<file path="src/rtl/shift_operand_pipe.sv">
// shift_operand_pipe: 2-stage ARM operand-2 generator with valid/ready handshake.
// Define SOP_CARRY_EN to compute carry_out and enable RRX on immediate ROR #0.
module shift_operand_pipe #(
    parameter int DATA_W  = 32,
    parameter int SHAMT_W = 8
) (
    input  logic              clk,
    input  logic              rst,
    input  logic              flush,
    input  logic              in_valid,
    output logic              in_ready,
    input  logic [DATA_W-1:0] val_rm,
    input  logic [DATA_W-1:0] val_rs,
    input  logic              imm,
    input  logic              mem_en,
    input  logic [11:0]       shift_operand,
    input  logic              c_in,
    output logic              out_valid,
    input  logic              out_ready,
    output logic [DATA_W-1:0] result,
    output logic              carry_out
);
    localparam int LW = $clog2(DATA_W);
`ifdef SOP_CARRY_EN
    localparam logic CARRY_EN = 1'b1;
`else
    localparam logic CARRY_EN = 1'b0;
`endif
    localparam logic [SHAMT_W-1:0] C_WN = SHAMT_W'(DATA_W);
    localparam logic [LW:0]        C_W  = (LW+1)'(DATA_W);
    localparam logic [LW:0]        C_W1 = (LW+1)'(DATA_W + 1);

    typedef enum logic [1:0] {F_MEM, F_IMM, F_SIMM, F_SREG} form_t;
    typedef enum logic [1:0] {T_LSL, T_LSR, T_ASR, T_ROR} sh_t;

    // stage A state
    logic               r_a_valid;
    form_t              r_a_form;
    sh_t                r_a_typ;
    logic [DATA_W-1:0]  r_a_val;
    logic [SHAMT_W-1:0] r_a_amt;
    logic               r_a_cin;

    // stage B state
    logic               r_out_valid;
    logic [DATA_W-1:0]  r_result;
    logic               r_carry;

    // decode / handshake wires
    form_t              w_d_form;
    sh_t                w_d_typ;
    logic [DATA_W-1:0]  w_d_val;
    logic [SHAMT_W-1:0] w_d_amt;
    logic               w_b_load;
    logic               w_a_adv;

    // shifter wires
    logic [LW:0]        w_lin_n;
    logic [LW:0]        w_asr_n;
    logic [LW-1:0]      w_k;
    logic [DATA_W:0]    w_lsl;
    logic [DATA_W:0]    w_lsr;
    logic [DATA_W:0]    w_asr;
    logic [DATA_W-1:0]  w_ror;
    logic               w_zero;
    logic [DATA_W-1:0]  w_res;
    logic               w_car;

    assign w_b_load  = !r_out_valid | out_ready;
    assign w_a_adv   = !r_a_valid | w_b_load;
    assign in_ready  = !flush & w_a_adv;
    assign out_valid = r_out_valid;
    assign result    = r_result;
    assign carry_out = r_carry;

    // decode the instruction form into value / amount / shift type
    always_comb begin
        w_d_form = F_SIMM;
        w_d_typ  = sh_t'(shift_operand[6:5]);
        w_d_val  = val_rm;
        w_d_amt  = SHAMT_W'(shift_operand[11:7]);
        if (mem_en) begin
            w_d_form = F_MEM;
            w_d_val  = DATA_W'(shift_operand);
        end else if (imm) begin
            w_d_form = F_IMM;
            w_d_typ  = T_ROR;
            w_d_val  = DATA_W'(shift_operand[7:0]);
            w_d_amt  = SHAMT_W'({shift_operand[11:8], 1'b0});
        end else if (shift_operand[4]) begin
            w_d_form = F_SREG;
            w_d_amt  = val_rs[SHAMT_W-1:0];
        end
    end

    // stage A: capture decoded fields whenever the stage can advance
    always_ff @(posedge clk or posedge rst) begin
        if (rst) begin
            r_a_valid <= 1'b0;
            r_a_form  <= F_MEM;
            r_a_typ   <= T_LSL;
            r_a_val   <= '0;
            r_a_amt   <= '0;
            r_a_cin   <= 1'b0;
        end else if (flush) begin
            r_a_valid <= 1'b0;
        end else if (w_a_adv) begin
            r_a_valid <= in_valid;
            if (in_valid) begin
                r_a_form <= w_d_form;
                r_a_typ  <= w_d_typ;
                r_a_val  <= w_d_val;
                r_a_amt  <= w_d_amt;
                r_a_cin  <= c_in;
            end
        end
    end

    // saturate counts so one barrel covers every amount; bit W / bit 0 is carry
    assign w_lin_n = (r_a_amt > C_WN) ? C_W1 : r_a_amt[LW:0];
    assign w_asr_n = (r_a_amt >= C_WN) ? C_W : r_a_amt[LW:0];
    assign w_k     = r_a_amt[LW-1:0];
    assign w_lsl   = {1'b0, r_a_val} << w_lin_n;
    assign w_lsr   = {r_a_val, 1'b0} >> w_lin_n;
    assign w_asr   = $signed({r_a_val, 1'b0}) >>> w_asr_n;
    assign w_ror   = (r_a_val >> w_k) | (r_a_val << (C_W - {1'b0, w_k}));
    assign w_zero  = (r_a_amt == '0);

    // select the operand and carry for the form held in stage A
    always_comb begin
        w_res = r_a_val;
        w_car = r_a_cin;
        unique case (r_a_form)
            F_MEM: ;
            F_IMM: begin
                w_res = w_ror;
                if (!w_zero) w_car = w_ror[DATA_W-1];
            end
            default: begin
                if (w_zero && r_a_form == F_SIMM) begin
                    unique case (r_a_typ)
                        T_LSL: ;
                        T_LSR: begin
                            w_res = '0;
                            w_car = r_a_val[DATA_W-1];
                        end
                        T_ASR: begin
                            w_res = {DATA_W{r_a_val[DATA_W-1]}};
                            w_car = r_a_val[DATA_W-1];
                        end
                        T_ROR: begin
                            if (CARRY_EN) begin
                                w_res = {r_a_cin, r_a_val[DATA_W-1:1]};
                                w_car = r_a_val[0];
                            end
                        end
                    endcase
                end else if (!w_zero) begin
                    unique case (r_a_typ)
                        T_LSL: begin
                            w_res = w_lsl[DATA_W-1:0];
                            w_car = w_lsl[DATA_W];
                        end
                        T_LSR: begin
                            w_res = w_lsr[DATA_W:1];
                            w_car = w_lsr[0];
                        end
                        T_ASR: begin
                            w_res = w_asr[DATA_W:1];
                            w_car = w_asr[0];
                        end
                        T_ROR: begin
                            w_res = w_ror;
                            w_car = w_ror[DATA_W-1];
                        end
                    endcase
                end
            end
        endcase
    end

    // stage B: register result/carry, hold them while the consumer stalls
    always_ff @(posedge clk or posedge rst) begin
        if (rst) begin
            r_out_valid <= 1'b0;
            r_result    <= '0;
            r_carry     <= 1'b0;
        end else if (flush) begin
            r_out_valid <= 1'b0;
        end else if (w_b_load) begin
            r_out_valid <= r_a_valid;
            if (r_a_valid) begin
                r_result <= w_res;
                r_carry  <= CARRY_EN & w_car;
            end
        end
    end
endmodule

</file>
<file path="config.mk">
export PLATFORM = sky130hd
export DESIGN_NAME = shift_operand_pipe
export DESIGN_NICKNAME = d
export VERILOG_FILES = /design/src/rtl/shift_operand_pipe.sv
export SDC_FILE = /design/constraint.sdc
export NUM_CORES = 1
export LEC_CHECK = 0
export ABC_AREA = 1
export ABC_CLOCK_PERIOD_IN_PS = 3350
export BUFFER_PORTS_ARGS = -buffer_cell sky130_fd_sc_hd__buf_2
export CAP_MARGIN = 20
export CORE_ASPECT_RATIO = 0.7
export CORE_MARGIN = 3
export CORE_UTILIZATION = 35
export CTS_BUF_LIST = sky130_fd_sc_hd__clkbuf_16
export CTS_CLUSTER_SIZE = 14
export DETAILED_ROUTE_END_ITERATION = 16
export SLEW_MARGIN = 40
export SYNTH_ARGS = -nofsm -noshare
export SYNTH_HDL_FRONTEND = slang
export SYNTH_SLANG_ARGS = --single-unit
</file>
<file path="constraint.sdc">
create_clock -name clk -period 3.35 [get_ports clk]
set_input_delay 0.67 -clock clk [delete_from_list [all_inputs] [get_ports clk]]
set_output_delay 0.67 -clock clk [all_outputs]
set_load 0.05 [all_outputs]
</file>
==> results.md, run 1 <==
| Stage | Parameter | Value |
| --- | --- | --- |
| outcome | Status | finished clean |
| timing | Timing-limited maximum frequency | 306 MHz |
| timing | Layout Skew | 0.00602 ns |
| critical path | Startpoint Class | flop |
| synth | Post-synthesis register bit count | 78 |
| timing | Final Hold Slack | 0.290 ns |
| place | DP HPWL | 67.5 mm |
| critical path | Highest net fanout along the worst path | 70 |
| power | Pleak | 0.00751 uW |
| global route | Total overflow reported by the global router | 0 |
| clocking | CTS clock-pin slew for the worst setup and hold paths | 0.06 ns |
| clocking | Number of buffers between clock root and the deepest sink | 2 |
| die | Boundary pin count | 119 |
| routing | Number of detailed-route iterations in the first pass | 6 |
| synth | Number of cells produced by synthesis | 2463 |
| timing | Worst-Margin Slew | 0.845 ns |
| synth | Number of enable-type register cells in the synthesized netlist | 0 |
| die | Initial Utilization | 0.360 |
| power | VDD IR-drop max | 0.000479 V |
| clocking | Number of buffers inserted during clock tree synthesis | 9 |
| global route | Antenna violations before repair | 2 |
| place | Gp weighted congestion | 1.11 |
| finish | Number of filler cells placed in the layout | 4104 |
| worst hold path | HP Class | in -> async |
| finish | Layout-stage area growth over the synthesis result | 16.0% |
| critical path | Required time of the critical path | 3.56 ns |
| finish | ANT cells | 0 |
| clocking | CTS Hold Bufs | 0 |
| critical path | Capturing element type of the critical path | flop |
| synth | Syn nets | 2552 |
| clocking | TritonCTS clock tree | built |
| synth | Cell Area, Synth | 13200 sq um |
| clocking | CTS Root Cell | sky130_fd_sc_hd__clkbuf_16 |
| die | Overall die area | 40000 sq um |
| global route | Wire length of the first global-routing pass | 122 mm |
| timing | Final setup vio count | 0 |
| place | Port Buffers | 92 |
| clocking | H-tree depth | 3 |
| place | Placed Instances | 3023 |
| clocking | Sink count of the clock tree | 78 |
| synth | Asr flop ratio synth | 1.00 |
| clocking | Clock network latency to the later pin of the worst-skew pair | 0.33 ns |
| die | Count of standard-cell rows | 58 |
| die | Die extent in y | 168 um |
| synth | Predominant post-synthesis flop cell | sky130_fd_sc_hd__dfrtp_1 |
| routing | Avg Vias per Cell | 6.38 |
| global route | Via count of the first global-routing pass | 17200 |
| synth | Part of the Yosys area used for sequential elements | 0.148 |
| routing | Final routed wire length divided by cell count | 28.3 um |
| critical path | Crit path kind | reg -> reg |
| critical path | CP Data Arrival Time | 3.48 ns |
| timing | Final sum of negative setup slack | 0 ns |
| finish | Layout cell share with drive strength beyond 1 | 0.140 |
| routing | Total number of vias | 19400 |
| finish | Number of nets in the final layout | 2648 |
| timing | Headroom to the max-slew limit | 0.428 |
| timing | Period utilisation layout | 0.976 |
| die | Core Area | 36500 sq um |
| global route | Tot GR Track Use | 0.416 |
| flow run | Number of max-cap violations | 0 |
| timing | Count of final max-slew check failures | 0 |
| finish | Final instance area | 15300 sq um |
| routing | Residual DRC | 0 |
| timing | Period minus WS final | 3.27 ns |
| routing | Initial DRC Count | 3416 |
| finish | Final standard cell count with taps included and fillers excluded | 3044 |
| synth | Number of distinct standard cells referenced by the synthesized netlist | 44 |
| power | Total power divided by cell area | 702 nW/um^2 |
| global route | Maximum number of pins on one net before global-route repair | 71 |
| synth | Average size of a mapped cell | 5.34 sq um |
| die | Die Span X | 238 um |
| place | Placed Instance Area | 14900 sq um |
| routing | Total wirelength of the detailed-routed design | 86.2 mm |
| routing | DRT antenna net count | 0 |
| timing | Number of failing hold endpoints at the final stage | 0 |
| synth | Yosys warning total | 0 |
sequential cells by signal, indices dropped and copies added (netlist names):
name       flops
r_a_valid      1
r_a_amt        8
r_a_form       2
out_valid      1
r_a_val       32
r_a_typ        2
result        32
power by group:
part	total, uW	leakage, uW	switching, uW	internal [uW]
sequential	1390	0.000949	267	1120
clock	944	0.000145	378	566
combinational	8380	0.00641	6020	2360
timing repair:
action | 4_1_cts | 5_1_grt
setup buffers | 0 | 5
setup endpoints to repair | 0 | 9
gates resized for setup | 0 | 7
metrics by stage:
step           power (uW)  worst slack [ns]   util
3_5_place_dp         9270            0.0778  0.409
5_1_grt             11100           -0.0118  0.418
2_1_floorplan        5930             0.423      -
3_3_place_gp         9280            0.0697  0.409
4_1_cts             10200            0.0568  0.416
6_report            10700            0.0802  0.418
cell families after synthesis:
logic type | after synthesis | synth area share
simple gates | 1541 | 0.509
compound gates | 484 | 0.222
buf+inv | 350 | 0.112
flops | 78 | 0.148
fa+ha+maj | 5 | 0.00476
xor+xnor | 2 | 0.00247
mux | 2 | 0.00152
other cells | 1 | 0.000285
cells in the mapped netlist (2+ instances only):
cell type / n / share of area
sky130_fd_sc_hd__o21ai_1: 39 / 0.015
sky130_fd_sc_hd__nand3b_1: 2 / 0.0011
sky130_fd_sc_hd__buf_2: 62 / 0.024
sky130_fd_sc_hd__a221oi_1: 30 / 0.020
sky130_fd_sc_hd__clkbuf_1: 99 / 0.028
sky130_fd_sc_hd__ha_1: 5 / 0.0048
sky130_fd_sc_hd__nand4_1: 33 / 0.016
sky130_fd_sc_hd__o21ai_0: 155 / 0.059
sky130_fd_sc_hd__nor2_4: 2 / 0.0017
sky130_fd_sc_hd__o211ai_1: 89 / 0.051
sky130_fd_sc_hd__o21bai_1: 5 / 0.0029
sky130_fd_sc_hd__a31oi_1: 43 / 0.020
sky130_fd_sc_hd__nand3_1: 576 / 0.22
sky130_fd_sc_hd__inv_1: 133 / 0.038
sky130_fd_sc_hd__a311oi_1: 2 / 0.0013
sky130_fd_sc_hd__or2_2: 8 / 0.0038
sky130_fd_sc_hd__nor3_1: 2 / 0.00076
sky130_fd_sc_hd__buf_6: 5 / 0.0043
sky130_fd_sc_hd__nor2_1: 144 / 0.041
sky130_fd_sc_hd__o21a_1: 12 / 0.0068
sky130_fd_sc_hd__dfrtp_1: 78 / 0.15
sky130_fd_sc_hd__o22ai_1: 3 / 0.0014
sky130_fd_sc_hd__buf_1: 25 / 0.0071
sky130_fd_sc_hd__or2_1: 2 / 0.00095
sky130_fd_sc_hd__xor2_2: 2 / 0.0025
sky130_fd_sc_hd__a22oi_1: 2 / 0.0011
sky130_fd_sc_hd__mux2i_1: 2 / 0.0015
sky130_fd_sc_hd__nand2_1: 752 / 0.21
sky130_fd_sc_hd__a21oi_1: 98 / 0.037
sky130_fd_sc_hd__buf_4: 10 / 0.0057
sky130_fd_sc_hd__inv_2: 15 / 0.0043
sky130_fd_sc_hd__o211ai_2: 2 / 0.0019
sky130_fd_sc_hd__nor2_2: 4 / 0.0019
sky130_fd_sc_hd__nand2_2: 12 / 0.0057
layer usage:
metal,part of all wire,vias to the layer above,track usage
met1,0.43,9077,0.615
met5,0,-,0
met2,0.36,1498,0.531
met3,0.16,208,0.152
li1,-,8628,-
met4,0.050,0,0.169
critical path: stages (launching register included):
cell,delay [ns]
sky130_fd_sc_hd__dfrtp_2,0.43
sky130_fd_sc_hd__buf_12,0.19
sky130_fd_sc_hd__nor2_2,0.38
sky130_fd_sc_hd__inv_1,0.14
sky130_fd_sc_hd__nand2_1,0.11
sky130_fd_sc_hd__o21ai_0,0.16
sky130_fd_sc_hd__o21ai_1,0.21
sky130_fd_sc_hd__nor2_1,0.06
sky130_fd_sc_hd__o21ai_1,0.19
sky130_fd_sc_hd__nand3_1,0.34
sky130_fd_sc_hd__nand2_1,0.14
sky130_fd_sc_hd__o21ai_1,0.06
sky130_fd_sc_hd__o21ai_0,0.29
sky130_fd_sc_hd__buf_4,0.18
sky130_fd_sc_hd__nand2_1,0.07
sky130_fd_sc_hd__nand2_1,0.07
sky130_fd_sc_hd__a21oi_1,0.06
final timing paths:
| path | start | endpoint | slack, ns | cells past startpoint |
|---|---|---|---|---|
| setup / recovery | r_a_amt[0] | result[27] | 0.08 | 16 |
| hold / removal | rst | out_valid | 0.29 | 2 |
| setup reg to reg | r_a_amt[0] | result[27] | 0.08 | 16 |
| hold reg to reg | result[14] | result[14] | 0.54 | 2 |
| max in group asynchronous | rst | result[16] | 2.26 | 3 |
| min in group clk | result[14] | result[14] | 0.54 | 2 |
cell usage in the layout, fill, tap and decap left out, types with 7 or more instances in the layout:
master / n
sky130_fd_sc_hd__nor2_1: 138
sky130_fd_sc_hd__o211ai_1: 89
sky130_fd_sc_hd__inv_1: 132
sky130_fd_sc_hd__o21ai_1: 43
sky130_fd_sc_hd__a221oi_1: 30
sky130_fd_sc_hd__dfrtp_1: 77
sky130_fd_sc_hd__buf_12: 14
sky130_fd_sc_hd__nand2_1: 752
sky130_fd_sc_hd__a31oi_1: 43
sky130_fd_sc_hd__nand2_2: 11
sky130_fd_sc_hd__buf_4: 180
sky130_fd_sc_hd__nand3_1: 576
sky130_fd_sc_hd__o21a_1: 12
sky130_fd_sc_hd__a21oi_1: 98
sky130_fd_sc_hd__buf_2: 92
sky130_fd_sc_hd__inv_2: 16
sky130_fd_sc_hd__nor2_2: 7
sky130_fd_sc_hd__clkbuf_16: 9
sky130_fd_sc_hd__nand4_1: 33
sky130_fd_sc_hd__or2_2: 8
sky130_fd_sc_hd__o21ai_0: 151
final cells by class:
class / instances / area [sq um] / share of cell area
Clock buffer: 9 / 225 / 0.0148
Inverter: 149 / 567 / 0.0371
Timing Repair Buffer: 286 / 2090 / 0.137
Tap cell: 480 / 601 / 0.0393
Sequential cell: 78 / 1950 / 0.128
Clock inverter: 7 / 58.8 / 0.00385
Multi-Input combinational cell: 2035 / 9770 / 0.640
Power figures use the tool's default switching activity.
==> inputs of run 2 (changes only) <==
- CORE_UTILIZATION: 35 -> 30
==> run 2 against run 1 <==
Core utilization decreased by 5.1 points. Power increased by 1.3%. Critical path type unchanged. Sequential cell count did not move. Critical endpoint is now result[30]. Highest routed layer is now met5. Worst setup slack gained 0.034 ns. Via count down 1.1%. Worst hold slack better by 0.038 ns. Wire length up 1.9%. Sequential power is essentially flat. Global-route usage decreased by 5.1 points. Sequential share of layout area decreased by 0.38 points.
==> results.md, run 2 (synthesis results as in run 1) <==
| Stage | Parameter | Value |
| --- | --- | --- |
| outcome | Status | finished clean |
| routing | Initial DRC Count | 3391 |
| die | Core Area | 42800 sq um |
| die | Die extent in y | 181 um |
| clocking | CTS clock-pin slew for the worst setup and hold paths | 0.06 ns |
| timing | Headroom to the max-slew limit | 0.451 |
| global route | Antenna violations before repair | 5 |
| finish | Highest-count cells in the layout ignoring fill and taps | sky130_fd_sc_hd__nand2_1, sky130_fd_sc_hd__nand3_1, sky130_fd_sc_hd__buf_4, sky130_fd_sc_hd__o21ai_0, sky130_fd_sc_hd__nor2_1 |
| global route | Via count of the first global-routing pass | 17000 |
| critical path | Reg-to-Reg End | result[30] |
| critical path | Capturing element type of the critical path | flop |
| finish | Final instance area | 15700 sq um |
| power | Total power divided by cell area | 690 nW/um^2 |
| clocking | Clock network latency to the later pin of the worst-skew pair | 0.34 ns |
| critical path | Startpoint Class | flop |
| global route | Total overflow reported by the global router | 0 |
| global route | Tot GR Track Use | 0.366 |
| die | Die Span X | 256 um |
| routing | Total number of vias | 19200 |
| place | Placement Setup Slack | 0.158 ns |
| clocking | TritonCTS clock tree | built |
| routing | Avg Vias per Cell | 6.02 |
| clocking | Number of buffers inserted during clock tree synthesis | 9 |
| finish | Number of nets in the final layout | 2683 |
| power | Register share of total power | 0.126 |
| die | Initial Utilization | 0.307 |
| critical path | Depth of the worst register-to-register path | 15 |
| power | Power share of the combinational group | 0.781 |
| finish | Number of filler cells placed in the layout | 4971 |
| global route | Wire length of the first global-routing pass | 125 mm |
| clocking | CTS Hold Bufs | 0 |
| critical path | Crit path kind | reg -> reg |
| routing | Met1 Routed Length | 38.6 mm |
| critical path | CP Data Arrival Time | 3.49 ns |
| critical path | Launch point of the worst reg-to-reg path | r_a_amt[0] |
| finish | Most frequent standard cell in the layout excluding fill and tap cells | sky130_fd_sc_hd__nand2_1 |
| timing | Final worst-path setup slack | 0.114 ns |
| critical path | Delay of the slowest cell on the worst path | 0.52 ns |
| timing | Layout Skew | 0.00990 ns |
| critical path | Required time of the critical path | 3.61 ns |
| routing | Top Layer Used | met5 |
| timing | Number of failing hold endpoints at the final stage | 0 |
| routing | Number of detailed-route iterations in the first pass | 7 |
| die | Count of standard-cell rows | 63 |
| routing | Residual DRC | 0 |
| timing | Worst-Margin Slew | 0.823 ns |
| place | Placed Instances | 3165 |
| power | Pleak | 0.00769 uW |
| power | Sw Ratio | 0.618 |
| finish | Final standard cell count with taps included and fillers excluded | 3190 |
| timing | Final setup vio count | 0 |
| finish | Layout cell share with drive strength beyond 1 | 0.154 |
| power | Share of total power in the clock network | 0.092 |
| power | Cell-internal power | 4150 uW |
| place | Gp weighted congestion | 1.10 |
| flow run | Number of max-cap violations | 0 |
| die | Boundary pin count | 119 |
| clocking | H-tree depth | 3 |
| routing | Total wirelength of the detailed-routed design | 87.9 mm |
| finish | Layout-stage area growth over the synthesis result | 19.6% |
| critical path | Slowest cell on the critical path | sky130_fd_sc_hd__nor2_2 |
| place | DP HPWL | 69.8 mm |
| worst hold path | HP Class | in -> async |
| routing | WL met3 | 13.8 mm |
| timing | Setup repair after global routing missed its margin | yes |
| critical path | Highest net fanout along the worst path | 12 |
| critical path | Reg2Reg Setup Slack | 0.11 ns |
| power | VDD IR-drop max | 0.000460 V |
| routing | Amount of wire on met2 after detailed routing | 32.3 mm |
| routing | DRT antenna net count | 0 |
| routing | Final routed wire length divided by cell count | 27.5 um |
| clocking | Number of buffers between clock root and the deepest sink | 2 |
| timing | Count of final max-slew check failures | 0 |
| critical path | Most frequent cell on the critical path | sky130_fd_sc_hd__nand3_1 |
| power | Switching Power | 6700 uW |
| timing | Timing-limited maximum frequency | 309 MHz |
| place | Placed Instance Area | 15300 sq um |
| timing | Final Hold Slack | 0.328 ns |
| global route | Maximum number of pins on one net before global-route repair | 76 |
| timing | Period utilisation layout | 0.966 |
| critical path | Cells along the critical path | inv_2, ha_1, nand2_2, nor2_4, xor2_2, inv_1, nor2_2, nand3_1, nand3_1, nand2_1, nand3_1, nand2_1, nand3_1, nand3_1, a21oi_1 |
| clocking | CTS Root Cell | sky130_fd_sc_hd__clkbuf_16 |
| timing | Final sum of negative setup slack | 0 ns |
| timing | Period minus WS final | 3.24 ns |
| place | Port Buffers | 92 |
| clocking | Sink count of the clock tree | 78 |
| die | Overall die area | 46400 sq um |
[run 2: changes by cell type in the layout (fill, tap and decap cells not counted), sizes merged]
cell	before	now
diode	0	6
buf	286	320
clkbuf	9	10
[run 2: area by class of cell]
cell class | count | area [sq um] | area share
Antenna cell | 6 | 15.0 | 0.000955
Clock buffer | 9 | 225 | 0.0143
Clock inverter | 7 | 72.6 | 0.00461
Inverter | 149 | 571 | 0.0363
Multi-Input combinational cell | 2035 | 9790 | 0.623
Sequential cell | 78 | 1950 | 0.124
Tap cell | 585 | 732 | 0.0465
Timing Repair Buffer | 321 | 2370 | 0.151
[run 2: worst max path at each step]
stage | from | end | slack (ns) | depth (start not counted)
floorplan | r_a_amt[0] | result[26] | 0.42 | 22
global placement | r_a_amt[0] | result[29] | 0.15 | 16
detailed placement | r_a_amt[0] | result[29] | 0.16 | 16
CTS | r_a_amt[0] | result[29] | 0.13 | 16
global route | r_a_amt[0] | result[5] | -0.005 | 17
finish | r_a_amt[0] | result[30] | 0.11 | 15
[run 2: critical path, delay by kind of cell (launching register included)]
family                   cells  cell delay, ns
AND/OR/NAND/NOR             10            1.82
flip-flops                   1            0.45
adder cells (fa/ha/maj)      1            0.20
XOR/XNOR                     1            0.33
AO/OA/AOI/OAI                1            0.14
buffers and inverters        2            0.21
[run 2: stage by stage]
| step | utilization | power [uW] |
|---|---|---|
| after floorplan | - | 5930 |
| after global placement | 0.358 | 9440 |
| after detailed placement | 0.358 | 9350 |
| after CTS | 0.365 | 10400 |
| after global routing | 0.367 | 11400 |
| final | 0.367 | 10900 |
[run 2: per-layer routing]
metal	up-vias	track usage
met5	-	0
met3	171	0.142
met2	1381	0.474
li1	8718	-
met4	8	0.109
met1	8915	0.541
[run 2: repair_timing]
item | 4_1_cts | 5_1_grt
gates resized for setup | 0 | 14
setup endpoints to repair | 0 | 18
setup buffers | 0 | 2
[run 2: power groups by stage]
stage	Sequential (uW)	Clock, uW	Combinational (uW)
floorplan	1690	0	4250
finish	1370	1000	8480
global route	1370	1070	8910
CTS	1350	1020	8020
detailed placement	1360	0	7980
global placement	1370	0	8070
